===== src/rtl/enigma_pkg.sv =====
// Shared types and constants for the rotor-A control path.
package enigma_pkg;

    localparam int unsigned CODE_W = 6;

    localparam logic MODE_ENC = 1'b0;
    localparam logic MODE_DEC = 1'b1;

    typedef enum logic [1:0] {
        IDLE  = 2'd0,
        LOAD  = 2'd1,
        READY = 2'd2,
        CRYPT = 2'd3
    } ctrl_state_e;

endpackage


===== src/rtl/rotor_step_ctr.sv =====
// Modulo-2**WIDTH rotor step offset counter with sync clear-to-init and increment enable.
module rotor_step_ctr #(
    parameter int unsigned WIDTH = 6,
    parameter int unsigned INIT  = 0
) (
    input  logic             clk,
    input  logic             rst,
    input  logic             clr,
    input  logic             inc,
    output logic [WIDTH-1:0] offset
);

    // Natural wrap of the WIDTH-bit add gives the modulo step.
    always_ff @(posedge clk) begin
        if (rst || clr) begin
            offset <= WIDTH'(INIT);
        end else if (inc) begin
            offset <= offset + WIDTH'(1);
        end
    end

endmodule


===== src/rtl/rotor_a_ctrl.sv =====
// Rotor-A forward path sequencer: wiring-table load, then encrypt/decrypt streaming.
module rotor_a_ctrl
    import enigma_pkg::*;
#(
    parameter int unsigned CODE_W      = enigma_pkg::CODE_W,
    parameter int unsigned OFFSET_INIT = 0
) (
    input  logic              clk,
    input  logic              rst,
    input  logic              load,
    input  logic              encrypt,
    input  logic              crypt_mode,
    input  logic [CODE_W-1:0] code_in,
    output logic              tbl_we,
    output logic [CODE_W-1:0] tbl_addr,
    output logic [CODE_W-1:0] tbl_wdata,
    output logic              crypt_mode_buf,
    output logic              encrypt_pipe,
    output logic [CODE_W-1:0] code_pipe,
    output logic [CODE_W-1:0] rot_offset,
    output logic              table_ready,
    output logic              err_unloaded
);

    localparam logic [CODE_W-1:0] LAST_ADDR = {CODE_W{1'b1}};

    ctrl_state_e       state;
    logic [CODE_W-1:0] load_cnt;
    logic              step_clr_c;
    logic              step_inc_c;

    // Offset steps once per accepted stream word; load beats take priority.
    always_comb begin
        step_clr_c = 1'b0;
        step_inc_c = 1'b0;
        if ((state == LOAD) && load && (load_cnt == LAST_ADDR)) begin
            step_clr_c = 1'b1;
        end
        if (((state == READY) || (state == CRYPT)) && encrypt && !load) begin
            step_inc_c = 1'b1;
        end
    end

    rotor_step_ctr #(
        .WIDTH (CODE_W),
        .INIT  (OFFSET_INIT)
    ) u_step_ctr (
        .clk    (clk),
        .rst    (rst),
        .clr    (step_clr_c),
        .inc    (step_inc_c),
        .offset (rot_offset)
    );

    // Sequencer and registered outputs; the beat that starts a load is entry 0.
    always_ff @(posedge clk) begin
        if (rst) begin
            state          <= IDLE;
            load_cnt       <= '0;
            tbl_we         <= 1'b0;
            tbl_addr       <= '0;
            tbl_wdata      <= '0;
            crypt_mode_buf <= MODE_ENC;
            encrypt_pipe   <= 1'b0;
            code_pipe      <= '0;
            table_ready    <= 1'b0;
            err_unloaded   <= 1'b0;
        end else begin
            tbl_we       <= 1'b0;
            encrypt_pipe <= 1'b0;

            if (encrypt && !table_ready) begin
                err_unloaded <= 1'b1;
            end

            case (state)
                IDLE: begin
                    if (load) begin
                        tbl_we    <= 1'b1;
                        tbl_addr  <= '0;
                        tbl_wdata <= code_in;
                        load_cnt  <= CODE_W'(1);
                        state     <= LOAD;
                    end
                end

                LOAD: begin
                    if (load) begin
                        tbl_we    <= 1'b1;
                        tbl_addr  <= load_cnt;
                        tbl_wdata <= code_in;
                        load_cnt  <= load_cnt + CODE_W'(1);
                        if (load_cnt == LAST_ADDR) begin
                            table_ready <= 1'b1;
                            state       <= READY;
                        end
                    end else begin
                        state <= IDLE;
                    end
                end

                READY, CRYPT: begin
                    if (load) begin
                        tbl_we      <= 1'b1;
                        tbl_addr    <= '0;
                        tbl_wdata   <= code_in;
                        load_cnt    <= CODE_W'(1);
                        table_ready <= 1'b0;
                        state       <= LOAD;
                    end else if (encrypt) begin
                        encrypt_pipe <= 1'b1;
                        code_pipe    <= code_in;
                        if (state == READY) begin
                            crypt_mode_buf <= (crypt_mode == MODE_DEC) ? MODE_DEC : MODE_ENC;
                        end
                        state <= CRYPT;
                    end else begin
                        state <= READY;
                    end
                end

                default: state <= IDLE;
            endcase
        end
    end

endmodule


===== config.mk =====
export PLATFORM = sky130hd
export DESIGN_NAME = rotor_a_ctrl
export DESIGN_NICKNAME = d
export VERILOG_FILES = /design/src/rtl/enigma_pkg.sv /design/src/rtl/rotor_step_ctr.sv /design/src/rtl/rotor_a_ctrl.sv
export SDC_FILE = /design/constraint.sdc
export NUM_CORES = 1
export LEC_CHECK = 0
export ABC_CLOCK_PERIOD_IN_PS = 1400
export CAP_MARGIN = 40
export CORE_ASPECT_RATIO = 1.2
export CORE_MARGIN = 3
export CORE_UTILIZATION = 30
export DETAILED_ROUTE_END_ITERATION = 10
export GPL_ROUTABILITY_DRIVEN = 0
export PLACE_DENSITY_LB_ADDON = 0.08
export SLEW_MARGIN = 15
export SYNTH_ARGS = -nofsm -noshare
export SYNTH_HDL_FRONTEND = slang
export SYNTH_SLANG_ARGS = --single-unit

===== constraint.sdc =====
create_clock -name clk -period 1.4 [get_ports clk]
set_input_delay 0.28 -clock clk [delete_from_list [all_inputs] [get_ports clk]]
set_output_delay 0.28 -clock clk [all_outputs]
set_load 0.1 [all_outputs]

# Word-level counts from Yosys, hierarchy flattened
# Cells that the tools add are included.
word_totals:
  word_cells: 70
  out_inout_bits: 29
  reg_bits: 37
classes:
  n_reduce_logical: 20
  n_mux: 24
  add_sub_neg: 2
  n_bitwise: 2
  n_eq_ne: 11
op_table:
  columns: ["operator", "count"]
  rows:
  - ["2-to-1 mux 6 bit", 6]
  - ["one-hot mux 6 bit (2 select lines)", 2]
  - ["adder 6 x 1 -> 6 bit, second input constant", 2]
  - ["2-to-1 mux 1 bit", 10]
  - ["2-to-1 mux 2 bit", 4]
  - ["AND reduction 4 bit", 2]
  - ["equality test 6 bit, second input constant", 1]
  - ["inequality test 2 x 1 -> 1 bit, second input constant", 3]
  - ["inequality test 2 bit, second input constant", 3]
  - ["one-hot mux 2 bit (3 select lines)", 1]
  - ["OR reduction 3 bit", 2]
  - ["logical AND 1 bit", 5]
  - ["equality test 2 bit, second input constant", 2]
  - ["AND reduction 2 bit", 2]
  - ["OR reduction 4 bit", 1]
  - ["inequality test 3 x 2 -> 1 bit, second input constant", 1]
  - ["AND reduction 3 bit", 1]
  - ["equality test 2 x 1 -> 1 bit, second input constant", 1]
  - ["zero test 1 bit", 2]
  - ["zero test 2 bit", 1]
  - ["logical OR 1 bit", 2]
  - ["NOT 1 bit", 2]
  - ["one-hot mux 1 bit (2 select lines)", 1]
  - ["nonzero test 2 bit", 1]
  - ["OR reduction 2 bit", 1]

# Longest topological paths before layout
depth:
  depth_word: 5
  depth_mapped: 6

# Modules after synthesis
# From an unflattened synthesis, not the netlist that was laid out.
hier_totals:
  cells_unflattened: 152
  hier_area_um2: 1453.9
modules_own_cells:
  columns: ["module", "area_per_inst_um2", "cells_per_inst", "n_inst"]
  rows:
  - ["rotor_a_ctrl", 1204.9, 126, 1]
  - ["rotor_step_ctr", 249.0, 26, 1]

# Worst setup path before layout
# Ideal clock, no wire load.
synth_timing:
  kind: "flip-flop to flip-flop"
  from: "register u_step_ctr.offset[0]"
  to: "register u_step_ctr.offset[4]"
  t_required_ns: 1.330
  path_stages_with_launch: 5
  setup_slack_ns: -0.506
  setup_time_ns: 0.070
  arrival_ns: 1.836
  cell_sequence: "dfxtp_1 ha_1 nand3_1 or3_1 a21oi_1"
synth_between:
  elab_chain_len: 1
synth_rtl:
  columns: ["element", "line_no", "rtl"]
  rows:
  - ["start, declared", "rotor_step_ctr.sv:10", "output logic [WIDTH-1:0] offset"]
  - ["start signal, assigned", "rotor_step_ctr.sv:16", "offset <= WIDTH'(INIT);"]
  - ["start signal, assigned", "rotor_step_ctr.sv:18", "offset <= offset + WIDTH'(1);"]
  - ["adder 6 x 1 -> 6 bit", "rotor_step_ctr.sv:18", null]
# Every way passes these cells.
# A chain may end at the register's enable or synchronous reset.

# Final worst setup path
layout_timing:
  from: "register load_cnt[2]"
  to: "register load_cnt[5]"
layout_between:
  elab_chain_len: 3
layout_rtl:
  columns: ["element", "line_no", "rtl"]
  rows:
  - ["start, declared", "rotor_a_ctrl.sv:28", "logic [CODE_W-1:0] load_cnt;"]
  - ["start signal, assigned", "rotor_a_ctrl.sv:92", "load_cnt <= load_cnt + CODE_W'(1);"]
  - ["adder 6 x 1 -> 6 bit", "rotor_a_ctrl.sv:92", null]
  - ["2-to-1 mux 6 bit", "rotor_a_ctrl.sv:88", "if (load) begin"]
  - ["one-hot mux 6 bit (2 select lines)", "rotor_a_ctrl.sv:76", "case (state)"]
# Every way passes these cells. The select of a mux whose other input is x is not followed.

==> results.cfg <==
[grt]
grt_max_degree = 22
via_count_of_the_first_global_routing_pass = 1331
global_route.usage.total_pct = 13.44
globalRoute.totalOverflow = 0
antenna_violations_before_repair = 0
grt_first_pass_wirelength_um = 6099

[cells_and_area]
p_r_area_growth_vs_syn_pct = 64.43
finalNetCount = 226
final_core_util_pct = 51.99
multi_input_comb_area_um2 = 680.7
mostFrequentLayoutCells = sky130_fd_sc_hd__dfxtp_1, sky130_fd_sc_hd__buf_12, sky130_fd_sc_hd__a21oi_1
antennaDiodeCount = 0
final_common_cell = sky130_fd_sc_hd__dfxtp_1
filler_instances = 439
drive_above_1_share_pct = 28.97
seqCellArea_um2 = 762.0

[critical_path]
critPathMaxStageDelay_ns = 0.49
critical_path_buf_inv_count = 0
type_of_destination_of_the_critical_path = flip-flop
reg2reg_from = load_cnt[2]
required_ns = 1.63
worstPathArrival_ns = 1.53
crit_cells = 3
crit_fanout = 6
worst-r2r-cell-count = 3
critical_path.top_delay_family = simple AND/OR/NAND/NOR gates
worst_r2r_endpoint = load_cnt[5]
setup.reg_to_reg.worst_slack_ns = 0.1
crit_type = flip-flop to flip-flop
critical_path.cell_chain = nand3_1 > or4_1 > a31oi_1
critPathLaunchType = flip-flop
crit_slowest_cell = sky130_fd_sc_hd__or4_1

[placed_design]
port-buffer-count = 39
dp.final_hpwl_um = 2690

[logic_synthesis]
synth_async_sr_flop_share_pct = 0
yosysWarningCount = 0
postSynth.topFlopCell = sky130_fd_sc_hd__dfxtp_1
synth_fp_nets = 178
seq_area_frac_synth_pct = 50.25
main_combinational_cell_family_by_area_after_synthesis = simple AND/OR/NAND/NOR gates
synth-compound-area-share_pct = 16.47
simple_gate_portion_of_the_synthesized_area_pct = 22.16
synth_top_cells_by_area = sky130_fd_sc_hd__dfxtp_1, sky130_fd_sc_hd__a21oi_1, sky130_fd_sc_hd__nand2_1, sky130_fd_sc_hd__nor2_1, sky130_fd_sc_hd__mux2i_1
synth_largest_type_area_fraction_pct = 50.25
post_synth_mux_area_share_pct = 4.075
post-synth-top-area-cell = sky130_fd_sc_hd__dfxtp_1
ys_types = 32
synth_xor_xnor_area_share_pct = 0.5942
avgSynthCellArea_um2 = 8.933
synth_enable_flop_cells = 0
post_synth_instance_area_um2 = 1474
ys_ff_latch = 37
synth_fa_ha_area_share_pct = 1.698
netlist_instances = 165

[clock_tree]
max-clock-path-buffers = 2
cts_max_level = 2
worst_setup_hold_path_clk_slew_ns = 0.08
tritoncts_buffer_count = 5
insertion_delay_ns = 0.30
clock_tree_from_tritoncts = yes
cts_setup_buffers = 0
root_buffer = sky130_fd_sc_hd__clkbuf_8
clock_sinks = 37

[run_status]
run_status = complete, no violations

[timing]
report.final.hold_viol_count = 0
final-max-slew-violation-count = 0
report.final.setup_viol = 0
rsz_0062_raised_after_global_routing = no
timing.final.crit_share_pct = 93.14
max_slew.worst_pin.slew_ns = 0.2572
maxClockFrequency_mhz = 766.9
worst_relative_slew_slack_pct = 82.71
finalWorstPathRequiredPeriod_ns = 1.304
timing.clock.skew_ns = 0.01049

[worst_hold_path]
hold_path.class = input port to flip-flop
min_delay_path_depth = 3
worst_hold_startpoint = encrypt
whs_endpoint = err_unloaded

[drt]
route.antenna.remaining_nets = 0
wl_per_instance_um = 13.50
route.detailed.drc = 0
post_drt_via_cell_ratio = 5.007
drt_pre_antenna_iters = 4
drt_iter0_drc = 62
dr_total_vias = 1362
wl_um = 3672

[power_and_ir_drop]
power.ir.vdd_worst_mv = 0.5962
power_mw = 2.288
p_leak_nw = 0.9086
power.density_cell_area_nw_per_um2 = 944.1

[die]
num_io_pins = 40
placement_rows = 27
core-area_um2 = 4662
die_w_um = 69.99
die_h_um = 82.78
floorplan.initialDensity_pct = 31.62
die-area_um2 = 5793

[job]
cap_violations = 0
[area by class of cell]
| cell class | count | area share [%] |
|---|---|---|
| Clock buffer | 5 | 2.839 |
| Sequential cell | 37 | 31.44 |
| Multi-Input combinational cell | 113 | 28.08 |
| Inverter | 3 | 0.4646 |
| Clock inverter | 3 | 1.704 |
| Tap cell | 58 | 2.994 |
| Timing Repair Buffer | 53 | 32.47 |
[metal layers]
layer / vias up / share of wire (%) / track usage [%]
li1: 674 / - / -
met1: 652 / 42 / 14.79
met2: 28 / 51 / 23.53
met3: 8 / 4.5 / 4.217
met4: 0 / 2.0 / 6.897
met5: - / 0 / 0
[how the worst max path moves through the flow]
stage | slack, ns | startpoint | to
floorplan | 0.06 | table_ready | err_unloaded
global placement | -0.31 | load | u_step_ctr.offset[0]
detailed placement | -0.34 | load | u_step_ctr.offset[0]
CTS | 0.01 | load_cnt[0] | u_step_ctr.offset[2]
global route | 0.004 | load_cnt[2] | load_cnt[5]
finish | 0.1 | load_cnt[2] | load_cnt[5]
[cells in the mapped netlist, types with 3 or more instances]
master	instances
sky130_fd_sc_hd__dfxtp_1	37
sky130_fd_sc_hd__a21oi_1	23
sky130_fd_sc_hd__nand2_1	17
sky130_fd_sc_hd__nor2_1	17
sky130_fd_sc_hd__nor2b_1	8
sky130_fd_sc_hd__clkbuf_1	6
sky130_fd_sc_hd__mux2i_1	6
sky130_fd_sc_hd__buf_2	5
sky130_fd_sc_hd__a311oi_1	4
sky130_fd_sc_hd__nand2b_1	4
sky130_fd_sc_hd__inv_1	3
sky130_fd_sc_hd__nand3_1	3
sky130_fd_sc_hd__nand3b_1	3
sky130_fd_sc_hd__o21ai_0	3
sky130_fd_sc_hd__or3_1	3
[power by group]
| part | switching (mW) | internal [mW] |
|---|---|---|
| Clock | 0.396 | 0.524 |
| Combinational | 0.170 | 0.117 |
| Sequential | 0.0205 | 1.06 |
| Total | 0.586 | 1.70 |
[registers in the layout, indices dropped and copies added, names as in the netlist]
register / flops
err_unloaded: 1
code_pipe: 6
encrypt_pipe: 1
tbl_addr: 6
crypt_mode_buf: 1
load_cnt: 6
tbl_we: 1
u_step_ctr.offset: 6
table_ready: 1
tbl_wdata: 6
state: 2
[tightest hold or removal path, stage by stage]
cell	delay (ns)
sky130_fd_sc_hd__dlymetal6s2s_1	0.16
sky130_fd_sc_hd__a21oi_1	0.09
sky130_fd_sc_hd__nor2_1	0.08
[cell families after synthesis]
| group | after synthesis |
|---|---|
| buffers and inverters | 15 |
| muxes | 6 |
| AOI/OAI and AO/OA | 40 |
| DFF | 37 |
| and+or+nand+nor | 64 |
| xor gates and xnor gates | 1 |
| adders and majority gates | 2 |
[per-stage QoR]
stage | setup TNS (ns) | setup slack [ns] | hold WS (ns) | std cells | instance area [µm²]
after floorplan | 0 | 0.05521 | 0.3516 | 165 | 1494
after global placement | -7.908 | -0.3056 | 0.4847 | 264 | 2293
after detailed placement | -8.929 | -0.3373 | 0.4886 | 264 | 2293
after CTS | 0 | 0.01206 | 0.5043 | 272 | 2405
after global routing | 0 | 0.004359 | 0.3973 | 272 | 2424
final | 0 | 0.09598 | 0.3357 | 272 | 2424
[repair_timing]
action                                 CTS  global route
hold buffers                             0             0
pin swaps                                0             1
setup endpoints to repair                7            16
endpoints found under the hold margin    0             0
gates cloned                             0             0
resized for setup                        3             5
No activity file was read; power rests on OpenSTA's default activity.
